File: src/rtl/tdc_sampler.sv
// Self-timed TDC measurement engine: launches edges into a tapped delay line,
// thermometer-decodes each capture and accumulates 2^SAMPLE_LOG2 samples per request.

module delay_line #(
    parameter int N       = 64,
    parameter     DL_TYPE = "RCA"
) (
    input  logic         din,
    output logic [N-1:0] dl_out
);

    generate
        if (DL_TYPE == "RCA") begin : g_rca
            // Carry chain of an adder with A = all ones, B = 0: the carry-in ripples tap by tap.
            localparam logic [N-1:0] OPA = '1;
            localparam logic [N-1:0] OPB = '0;
            logic [N:0] w_carry;

            assign w_carry[0] = din;
            for (genvar i = 0; i < N; i++) begin : g_stage
                assign w_carry[i+1] = (OPA[i] & OPB[i]) | ((OPA[i] ^ OPB[i]) & w_carry[i]);
            end
            assign dl_out = w_carry[N:1];
        end else begin : g_buf
            logic [N:0] w_chain;

            assign w_chain[0] = din;
            for (genvar i = 0; i < N; i++) begin : g_stage
                assign w_chain[i+1] = w_chain[i];
            end
            assign dl_out = w_chain[N:1];
        end
    endgenerate

endmodule

module tdc_sampler #(
    parameter int N           = 64,
    parameter     DL_TYPE     = "RCA",
    parameter int SAMPLE_LOG2 = 0,
    parameter int RELAX_CYC   = 1,
    parameter int CW          = $clog2(N + 1)
) (
    input  logic                      clk,
    input  logic                      rst,
    input  logic                      start,
    input  logic                      mode,
    output logic                      busy,
    output logic                      result_valid,
    input  logic                      result_ready,
    output logic [CW+SAMPLE_LOG2-1:0] result,
    output logic                      overflow,
    output logic                      underflow,
    output logic [N-1:0]              raw_therm
);

    localparam int RW  = CW + SAMPLE_LOG2;
    localparam int SCW = SAMPLE_LOG2 + 1;
    localparam int RCW = (RELAX_CYC > 1) ? $clog2(RELAX_CYC) : 1;

    typedef enum logic [2:0] {
        IDLE,
        ARM,
        FIRE,
        SYNC,
        ENCODE,
        RELAX,
        DONE
    } state_t;

    state_t r_state;
    state_t w_nextState;

    logic           r_launchQ;
    logic           r_polQ;
    logic [N-1:0]   r_cap1;
    logic [N-1:0]   r_cap2;
    logic [RW-1:0]  r_acc;
    logic [SCW-1:0] r_sampCnt;
    logic [RCW-1:0] r_relaxCnt;

    logic [N-1:0]   w_dlOut;
    logic [N-1:0]   w_therm;
    logic [CW-1:0]  w_count;
    logic           w_relaxDone;
    logic           w_lastSample;

    delay_line #(
        .N       (N),
        .DL_TYPE (DL_TYPE)
    ) u_dl (
        .din    (r_launchQ ^ r_polQ),
        .dl_out (w_dlOut)
    );

    // Free-running two-flop capture; the taps are asynchronous to clk.
    always_ff @(posedge clk) begin
        r_cap1 <= w_dlOut;
        r_cap2 <= r_cap1;
    end

    assign w_therm      = r_cap2 ^ {N{r_polQ}};
    assign w_relaxDone  = (r_relaxCnt == RCW'(RELAX_CYC - 1));
    assign w_lastSample = (r_sampCnt == SCW'((1 << SAMPLE_LOG2) - 1));

    // First-zero encoding: bubbles above the first zero are ignored.
    always_comb begin
        w_count = CW'(N);
        for (int i = N - 1; i >= 0; i--) begin
            if (!w_therm[i]) begin
                w_count = CW'(i);
            end
        end
    end

    always_ff @(posedge clk) begin
        if (rst) begin
            r_state <= IDLE;
        end else begin
            r_state <= w_nextState;
        end
    end

    always_comb begin
        w_nextState = r_state;
        case (r_state)
            IDLE:    if (start) w_nextState = ARM;
            ARM:     w_nextState = FIRE;
            FIRE:    w_nextState = SYNC;
            SYNC:    w_nextState = ENCODE;
            ENCODE:  w_nextState = RELAX;
            RELAX: begin
                if (w_relaxDone) begin
                    w_nextState = w_lastSample ? DONE : FIRE;
                end
            end
            DONE:    if (result_ready) w_nextState = IDLE;
            default: w_nextState = IDLE;
        endcase
    end

    always_comb begin
        busy         = (r_state != IDLE);
        result_valid = (r_state == DONE);
    end

    always_ff @(posedge clk) begin
        if (rst) begin
            r_launchQ  <= 1'b0;
            r_polQ     <= 1'b0;
            r_acc      <= '0;
            r_sampCnt  <= '0;
            r_relaxCnt <= '0;
            result     <= '0;
            overflow   <= 1'b0;
            underflow  <= 1'b0;
            raw_therm  <= '0;
        end else begin
            case (r_state)
                IDLE: begin
                    if (start) begin
                        r_polQ    <= mode;
                        r_acc     <= '0;
                        r_sampCnt <= '0;
                        overflow  <= 1'b0;
                        underflow <= 1'b0;
                    end
                end
                ARM: begin
                    r_launchQ <= 1'b1;
                end
                FIRE: begin
                    r_launchQ <= 1'b0;
                end
                ENCODE: begin
                    r_acc      <= r_acc + RW'(w_count);
                    overflow   <= overflow | (w_count == CW'(N));
                    underflow  <= underflow | (w_count == '0);
                    raw_therm  <= w_therm;
                    r_relaxCnt <= '0;
                end
                RELAX: begin
                    if (!w_relaxDone) begin
                        r_relaxCnt <= r_relaxCnt + 1'b1;
                    end else if (w_lastSample) begin
                        result <= r_acc;
                    end else begin
                        r_sampCnt <= r_sampCnt + 1'b1;
                        r_launchQ <= 1'b1;
                    end
                end
                default: begin
                end
            endcase
        end
    end

endmodule

File: config.mk
export PLATFORM = sky130hd
export DESIGN_NAME = tdc_sampler
export DESIGN_NICKNAME = d
export VERILOG_FILES = /design/src/rtl/tdc_sampler.sv
export SDC_FILE = /design/constraint.sdc
export NUM_CORES = 1
export LEC_CHECK = 0
export CORE_MARGIN = 5
export CORE_UTILIZATION = 40
export DETAILED_ROUTE_END_ITERATION = 10
export PLACE_DENSITY_LB_ADDON = 0.08
export SLEW_MARGIN = 0
export SYNTH_ARGS = -nofsm -noshare
export SYNTH_HDL_FRONTEND = slang
export SYNTH_HIERARCHICAL = 1
export SYNTH_SLANG_ARGS = --single-unit
File: constraint.sdc
create_clock -name clk -period 7.3 [get_ports clk]
set_input_delay 1.46 -clock clk [delete_from_list [all_inputs] [get_ports clk]]
set_output_delay 1.46 -clock clk [all_outputs]
set_load 0.05 [all_outputs]
==> impl_metrics.toml, run 1 <==
[pwr]
p_comb_frac = 0.134
switching_power_mw = 0.828
clock_power_share = 0.384
p_leak_nw = 3.38
total_power_mw = 3.04
irDropWorstVdd_mv = 0.180
p_seq_frac = 0.482
power.density_nw_per_um2 = 305
internal_power_mw = 2.21
p_sw_frac = 0.273

[route]
dr_wl_met2_um = 8580
routed-wl-met3_um = 839
drcViolationCount = 0
drtIter0Drc = 419
routedWlPerCell_um = 15.8
first_pass_iters = 5
ant_nets = 0
drt-met1-wl_um = 9300
via_per_inst = 5.11
dr_total_vias = 6163
routed.top_layer = "met4"
wl_um = 19000

[worst_setup_path]
path_class = "flop to flop"
cpMostUsedCell = "a21oi_1"
start_kind = "flop"
cp_data_arrival_time_ns = 4.97
cp.required_ns = 7.73
startpoint = "r_polQ"
critPathSlowestCell = "dfxtp_4"
critPathMaxFanout = 34
critPathMaxStageDelay_ns = 0.65
end_kind = "flop"
crit_chain = "or2b_1, o311ai_0, o31a_1, a32oi_1, o21ai_0, a21oi_1, a2111oi_0, o31ai_1, ha_1, fa_1, a21o_1, a21oi_1, o21bai_1, a21oi_1, xnor2_1, nand2_1, mux2_1, nor2_1"
r2r-start = "r_polQ"

[logic_synthesis]
synth-seq-area-share = 0.486
ys_types = 79
synthArstFlopShare = 0
syn-num-nets = 944
syn_area_um2 = 8770
synth-seq-cells = 213
ys_warn_count = 6
post_synth.cell_area_avg_um2 = 9.41
syn_inst = 932
synth-edff-count = 0
synth_ff_type = "dfxtp_1"

[floorplanning]
die_h_um = 158
die_area_um2 = 25000
die_x_um = 158
ioPinCount = 80
core_area_um2 = 21700
rows = 54
start_util = 0.404

[sta]
period_share = 0.622
drv_slew = 0
skew_ns = 0.0179
tns_ns = 0
fin_crit_ns = 4.54
worst_pin_slew_ns = 0.951
worst_slack_ns = 2.76
slew_headroom = 0.366
hold_violations = 0
fmax_mhz = 220
finalSetupViolCount = 0
rsz0062_at_grt = "false"

[clock_tree]
postCtsSetupBuffers = 0
cts-hold-fix-buffers = 0
path_clk_slew_ns = 0.06
clk_path_buf_depth = 3
cts_tree = "done"
cts_made_buffers = 23
h-tree-depth = 1
clock-root-buffer = "clkbuf_16"
clkLatencyLatePin_ns = 0.50
clock-sinks = 213
cts_resized = 0

[global_route]
grt_pass1_wl_um = 31400
antenna_found_initial = 0
overflow = 0
grt_pass1_vias = 6006
grtUsageTotal = 0.152
grt_start_max_net_pins = 86

[cells_and_area]
area_growth_pct = 13.7
layout-drive-gt1-share = 0.0702
final_nets = 926
diodes = 0

[worst_hold_path]
hp-class = "flop to flop"
min_from = "r_cap1[44]"

[placement]
port_buffers = 79
place_congestion = 0.843
place_hpwl_um = 13000
dp_worst_setup_slack_ns = 2.77

[job]
drv_cap = 0

[outcome]
status = "completed"
layout make-up:
cell class	count	area, µm²
clock buffer	30	652
tap	280	350
fill	2009	11700
clock inverter	7	120
sequential	213	4270
timing repair buffer	84	823
multi-input combinational	571	3670
inverter	21	78.8
power by group through the flow:
stage / combinational, mW / clock (mW) / sequential (mW)
6_report: 0.406 / 1.17 / 1.46
5_1_grt: 0.451 / 1.25 / 1.49
4_1_cts: 0.412 / 1.21 / 1.46
3_5_place_dp: 0.411 / 0 / 1.49
3_3_place_gp: 0.409 / 0 / 1.48
2_1_floorplan: 0.428 / 0 / 1.44
state kept, by name (all words and copies together), names as in the netlist:
name       count
r_state        3
raw_therm     64
overflow       1
r_acc          7
r_cap2        64
r_polQ         1
r_cap1        64
result         7
r_launchQ      1
underflow      1
final timing paths:
kind | endpoint | slack [ns] | cells after the start
max | r_acc[6] | 2.76 | 18
min | r_cap2[44] | 0.32 | 0
max reg2reg | r_acc[6] | 2.76 | 18
min reg2reg | r_cap2[44] | 0.32 | 0
synth_stat cells (4+ instances only):
library cell  instances  share of area
o21ai_0              24          0.014
nand3_1              18          0.010
nand3b_1             12          0.010
buf_2                15         0.0086
ha_1                  6         0.0086
a311oi_1             11          0.011
o31a_1                4         0.0040
or2b_1                4         0.0034
a21oi_1              46          0.026
nor2_1              106          0.045
inv_1                21         0.0090
nor3_1               19          0.011
o2111ai_1             4         0.0040
buf_4                67          0.057
a211oi_1             56          0.048
a2bb2oi_1             4         0.0040
clkbuf_1             42          0.018
nor2b_1               9         0.0064
nand4b_1              4         0.0040
o32ai_1               4         0.0040
nand2b_1             18          0.013
dfxtp_1             213           0.49
o22ai_1               6         0.0043
or3_1                 7         0.0050
a31oi_1               6         0.0043
nand2_1              62          0.027
or2_2                 5         0.0036
xnor2_1              56          0.056
cell families after synthesis:
logic type / share of synthesized area
mux: 0.00656
flops: 0.486
buf+inv: 0.0959
simple gates: 0.169
fa+ha+maj: 0.0108
xor+xnor: 0.0589
compound gates: 0.173
metrics by stage:
step	instances	util	area, µm²	hold WS (ns)
floorplan	932	-	8770	0.310
global placement	1169	0.424	9190	0.310
detailed placement	1169	0.424	9190	0.312
CTS	1206	0.460	9970	0.318
global route	1206	0.460	9970	0.324
finish	1206	0.460	9970	0.318
critical path: cells and delay by family, from the launching register on:
kind / cells / cell delay [ns]
compound gates: 11 / 2.20
fa+ha+maj: 2 / 0.66
flops: 1 / 0.65
simple gates: 3 / 0.47
mux: 1 / 0.34
xor+xnor: 1 / 0.13
layer usage:
layer  track usage  vias up
li1              -     3160
met1         0.220     2839
met2         0.241      138
met3        0.0260       26
met4        0.0345        0
met5             0        -
cells in the final DEF, fill, tap and decap left out, types with 4 or more instances in the layout:
cell / instances
dfxtp_1: 212
nor2_1: 106
clkdlybuf4s50_1: 78
nand2_1: 62
a211oi_1: 56
xnor2_1: 56
a21oi_1: 46
o21ai_0: 24
clkbuf_16: 23
inv_1: 21
nor3_1: 19
nand2b_1: 18
nand3_1: 18
nand3b_1: 12
a311oi_1: 11
nor2b_1: 9
or3_1: 7
o22ai_1: 6
a31oi_1: 6
ha_1: 6
or2_2: 5
clkbuf_8: 5
buf_4: 5
or2b_1: 4
o32ai_1: 4
nand4b_1: 4
o2111ai_1: 4
a2bb2oi_1: 4
o31a_1: 4
(Power assumes the default switching activity.)
==> run 2, diff against run 1 <==
==> constraint.sdc (replaced) <==
create_clock -name clk -period 4.1 [get_ports clk]
set_input_delay 0.82 -clock clk [delete_from_list [all_inputs] [get_ports clk]]
set_output_delay 0.82 -clock clk [all_outputs]
set_load 0.05 [all_outputs]
==> impl_metrics.toml, run 2 (synthesized netlist as in run 1, its figures left out) <==
[outcome]
status = "completed"

[clock_tree]
clkLatencyLatePin_ns = 0.50
path_clk_slew_ns = 0.06
cts_made_buffers = 23
clock-sinks = 213
cts_tree = "done"
postCtsSetupBuffers = 0
h-tree-depth = 1
clock-root-buffer = "clkbuf_16"
clk_path_buf_depth = 3

[floorplanning]
die_area_um2 = 25000
core_area_um2 = 21700
start_util = 0.404
die_h_um = 158
rows = 54
ioPinCount = 80
die_x_um = 158

[sta]
fmax_mhz = 256
period_share = 0.953
fin_crit_ns = 3.91
hold_violations = 0
finalSetupViolCount = 0
drv_slew = 0
skew_ns = 0.0171
worst_pin_slew_ns = 1.00
tns_ns = 0
slew_headroom = 0.332

[pwr]
power.density_nw_per_um2 = 530
irDropWorstVdd_mv = 0.330
p_leak_nw = 3.62
total_power_mw = 5.51

[global_route]
grt_start_max_net_pins = 94
antenna_found_initial = 0
grt_pass1_wl_um = 31800
overflow = 0
grt_pass1_vias = 6175
grtUsageTotal = 0.154

[route]
routedWlPerCell_um = 15.8
drcViolationCount = 0
first_pass_iters = 6
dr_total_vias = 6500
ant_nets = 0
via_per_inst = 5.21
wl_um = 19700
drtIter0Drc = 455

[cells_and_area]
largestRegisters = "r_cap1 x64, r_cap2 x64, raw_therm x64"
layout-drive-gt1-share = 0.117
final_common_cell = "dfxtp_1"
area_growth_pct = 18.6
final_nets = 963
layout_common_cells = "212 x dfxtp_1, 106 x nor2_1, 78 x clkdlybuf4s50_1"
diodes = 0
final_design_area_no_fill_um2 = 10400

[worst_setup_path]
start_kind = "flop"
reg2reg_depth = 19
end_kind = "flop"
r2r_end = "r_acc[6]"
crit_chain = "or2b_1, o311ai_1, o31a_1, a32oi_1, o21ai_1, a21oi_1, a2111oi_1, buf_4, o31ai_1, ha_2, fa_1, a21o_1, a21oi_2, o21bai_1, a21oi_2, xnor2_1, nand2_1, mux2_4, nor2_1"
cpMostUsedCell = "a21oi_2"
cp_data_arrival_time_ns = 4.34
critPathMaxFanout = 3
path_class = "flop to flop"
cp.required_ns = 4.53
critPathSlowestCell = "fa_1"
critPathMaxStageDelay_ns = 0.43
r2r-start = "r_polQ"
r2r_setup_slack_ns = 0.19

[placement]
dpl-instance-area_um2 = 9490
port_buffers = 79
place_congestion = 0.812
place_hpwl_um = 13300

[worst_hold_path]
min_from = "r_cap1[11]"
hp-class = "flop to flop"
holdPathEnd = "r_cap2[11]"
min_delay_path_depth = 0

[job]
drv_cap = 0
run 2: cell count changes in the layout (fill, tap and decap cells not counted), sizes merged:
cell	change
buf	+35
clkbuf	+6
clkinv	+2
bufinv	-1
inv	-1
run 2: layout make-up:
class / count / area [µm²]
sequential: 213 / 4270
inverter: 21 / 78.8
clock inverter: 7 / 91.3
multi-input combinational: 571 / 3710
timing repair buffer: 121 / 1200
clock buffer: 34 / 697
tap: 280 / 350
fill: 2089 / 11300
run 2: critical path: cells and delay by family, from the launching register on:
kind                       cells  cell delay (ns)
AOI/OAI and AO/OA             11             1.79
xor gates and xnor gates       1             0.13
adders and majority gates      2             0.63
and+or+nand+nor                3             0.41
buffers and inverters          1             0.17
muxes                          1             0.34
DFF                            1             0.39
run 2: worst max path at each step:
stage / depth (start not counted) / from / endpoint / slack (ns)
detailed placement: 19 / r_polQ / r_acc[6] / -0.09
CTS: 18 / r_polQ / r_acc[6] / 0.04
global route: 17 / r_polQ / r_acc[6] / -0.01
global placement: 19 / r_polQ / r_acc[6] / -0.05
floorplan: 7 / r_polQ / r_cap1[0] / 0.02
finish: 19 / r_polQ / r_acc[6] / 0.19
run 2: metrics by stage:
stage / cells / hold slack (ns) / utilization / worst slack [ns]
after CTS: 1245 / 0.311 / 0.474 / 0.0372
after global routing: 1247 / 0.328 / 0.480 / -0.0133
after global placement: 1204 / 0.310 / 0.438 / -0.0488
final: 1247 / 0.315 / 0.480 / 0.191
after floorplan: 932 / 0.310 / - / 0.0171
after detailed placement: 1204 / 0.312 / 0.438 / -0.0895
run 2: what timing repair did:
action	CTS	global route
hold buffers	0	0
resized for setup	4	11
endpoints found under the setup margin	1	1
pin swaps	2	4
cloned	0	2
run 2: report_power, final:
part           internal (mW)  total [mW]  switching [mW]
clock                   1.30        2.09           0.796
combinational          0.374       0.848           0.474
sequential              2.33        2.57           0.243
total                   4.00        5.51            1.51
run 2: layer usage:
metal | track usage | up-vias | part of all wire
met2 | 0.247 | 140 | 0.45
li1 | - | 3240 | -
met4 | 0.0378 | 0 | 0.020
met1 | 0.218 | 3083 | 0.48
met5 | 0 | - | 0
met3 | 0.0260 | 37 | 0.046
==> run 3, diff against run 2 <==
--- a/config.mk
+++ b/config.mk
@@ -9,7 +9,7 @@
 export CORE_UTILIZATION = 40
 export DETAILED_ROUTE_END_ITERATION = 10
 export PLACE_DENSITY_LB_ADDON = 0.08
-export SLEW_MARGIN = 0
+export SLEW_MARGIN = 20
 export SYNTH_ARGS = -nofsm -noshare
 export SYNTH_HDL_FRONTEND = slang
 export SYNTH_HIERARCHICAL = 1
==> constraint.sdc (replaced) <==
create_clock -name clk -period 4.1 [get_ports clk]
set_input_delay 0.615 -clock clk [delete_from_list [all_inputs] [get_ports clk]]
set_output_delay 0.615 -clock clk [all_outputs]
set_load 0.05 [all_outputs]
==> impl_metrics.toml, run 3 (synthesized netlist as in run 1, its figures left out) <==
[job]
drv_cap = 0

[worst_hold_path]
hp-class = "flop to flop"

[cells_and_area]
final_common_cell = "dfxtp_1"
utilization = 0.480
layout_common_cells = "212 x dfxtp_1, 106 x nor2_1, 78 x clkdlybuf4s50_1"
layout-drive-gt1-share = 0.120
final_nets = 962
largestRegisters = "r_cap1 x64, r_cap2 x64, raw_therm x64"
area_growth_pct = 18.7
fill_cells = 2048
diodes = 0

[sta]
period_share = 0.950
fmax_mhz = 257
slew_headroom = 0.318
tns_ns = 0
rsz0062_at_grt = "false"
skew_ns = 0.0175
hold_violations = 0
drv_slew = 0
fin_crit_ns = 3.90
finalSetupViolCount = 0
worst_pin_slew_ns = 1.02

[floorplanning]
start_util = 0.404
die_area_um2 = 25000
rows = 54
ioPinCount = 80
core_area_um2 = 21700
die_h_um = 158
die_x_um = 158

[route]
routedWlPerCell_um = 15.7
wl_um = 19500
dr_total_vias = 6433
first_pass_iters = 6
drtIter0Drc = 447
drcViolationCount = 0
ant_nets = 0
routed.top_layer = "met4"
routed-wl-met3_um = 890
drt-met1-wl_um = 9470
via_per_inst = 5.16
dr_wl_met2_um = 8760

[global_route]
grt_pass1_wl_um = 32000
grtUsageTotal = 0.155
antenna_found_initial = 0
overflow = 0
grt_start_max_net_pins = 94
grt_pass1_vias = 6132

[outcome]
status = "completed"

[placement]
port_buffers = 79
place_congestion = 0.813
place_hpwl_um = 13300

[clock_tree]
clock-sinks = 213
postCtsSetupBuffers = 0
clkLatencyLatePin_ns = 0.50
clk_path_buf_depth = 3
h-tree-depth = 1
path_clk_slew_ns = 0.06
cts-hold-fix-buffers = 0
clock-root-buffer = "clkbuf_16"
cts_made_buffers = 23
cts_tree = "done"

[worst_setup_path]
critPathSlowestCell = "or4b_1"
critPathMaxStageDelay_ns = 0.46
path_class = "flop to flop"
cpMostUsedCell = "nand2_1"
end_kind = "flop"
crit_chain = "buf_12, buf_16, buf_6, or4b_1, o22ai_2, nand2_1, o211ai_1, a31oi_1, o311a_1, ha_1, a21oi_2, o21bai_1, a21oi_1, xnor2_1, nand2_1, mux2_1, nor2_1"
cp.required_ns = 4.53
start_kind = "flop"
critPathMaxFanout = 45
cp_data_arrival_time_ns = 4.32

[pwr]
p_leak_nw = 3.61
irDropWorstVdd_mv = 0.330
power.density_nw_per_um2 = 534
## run 3: layer usage
metal	up-vias	global-route usage
met4	0	0.0406
li1	3258	-
met5	-	0
met1	3010	0.224
met2	132	0.243
met3	33	0.0232
## run 3: final timing paths
check	startpoint	end	slack, ns	cells past startpoint
max	r_polQ	r_acc[6]	0.20	17
min reg2reg	r_cap1[32]	r_cap2[32]	0.32	0
max reg2reg	r_polQ	r_acc[6]	0.20	17
min	r_cap1[32]	r_cap2[32]	0.32	0
## run 3: cell type report
cell class,instances,area (µm²),area share
clock inverters,13,154,0.0148
clock buffers,28,656,0.0630
repair buffers,120,1180,0.114
inverters,21,78.8,0.00757
multi-input cells,571,3720,0.357
flip-flops and latches,213,4270,0.410
well taps,280,350,0.0337
## run 3: power by group
part           internal, mW  total (mW)  switching [mW]
combinational         0.374       0.845           0.472
clock                  1.33        2.15           0.818
sequential             2.33        2.57           0.243
## run 3: critical path, delay by kind of cell, from the launching register on
family | cells | cell delay, ns
AND/OR/NAND/NOR | 4 | 0.70
multiplexers | 1 | 0.35
XOR/XNOR | 1 | 0.15
AO/OA/AOI/OAI | 7 | 1.29
flip-flops | 1 | 0.38
buffers and inverters | 3 | 0.61
adder cells (fa/ha/maj) | 1 | 0.33
## run 3: repair_timing
action / CTS / global route
resized for setup: 4 / 11
gates cloned: 0 / 2
pin swaps: 1 / 1
setup endpoints to repair: 1 / 1
## run 3: metrics by stage
step | instance area, µm² | cells | hold slack (ns) | setup WS (ns) | power [mW]
2_1_floorplan | 8770 | 932 | 0.310 | 0.0171 | 3.33
3_3_place_gp | 9490 | 1203 | 0.310 | -0.0572 | 3.43
3_5_place_dp | 9490 | 1203 | 0.312 | -0.148 | 3.44
4_1_cts | 10300 | 1244 | 0.322 | 0.0665 | 5.61
5_1_grt | 10400 | 1246 | 0.323 | 0.0173 | 5.85
6_report | 10400 | 1246 | 0.322 | 0.203 | 5.56
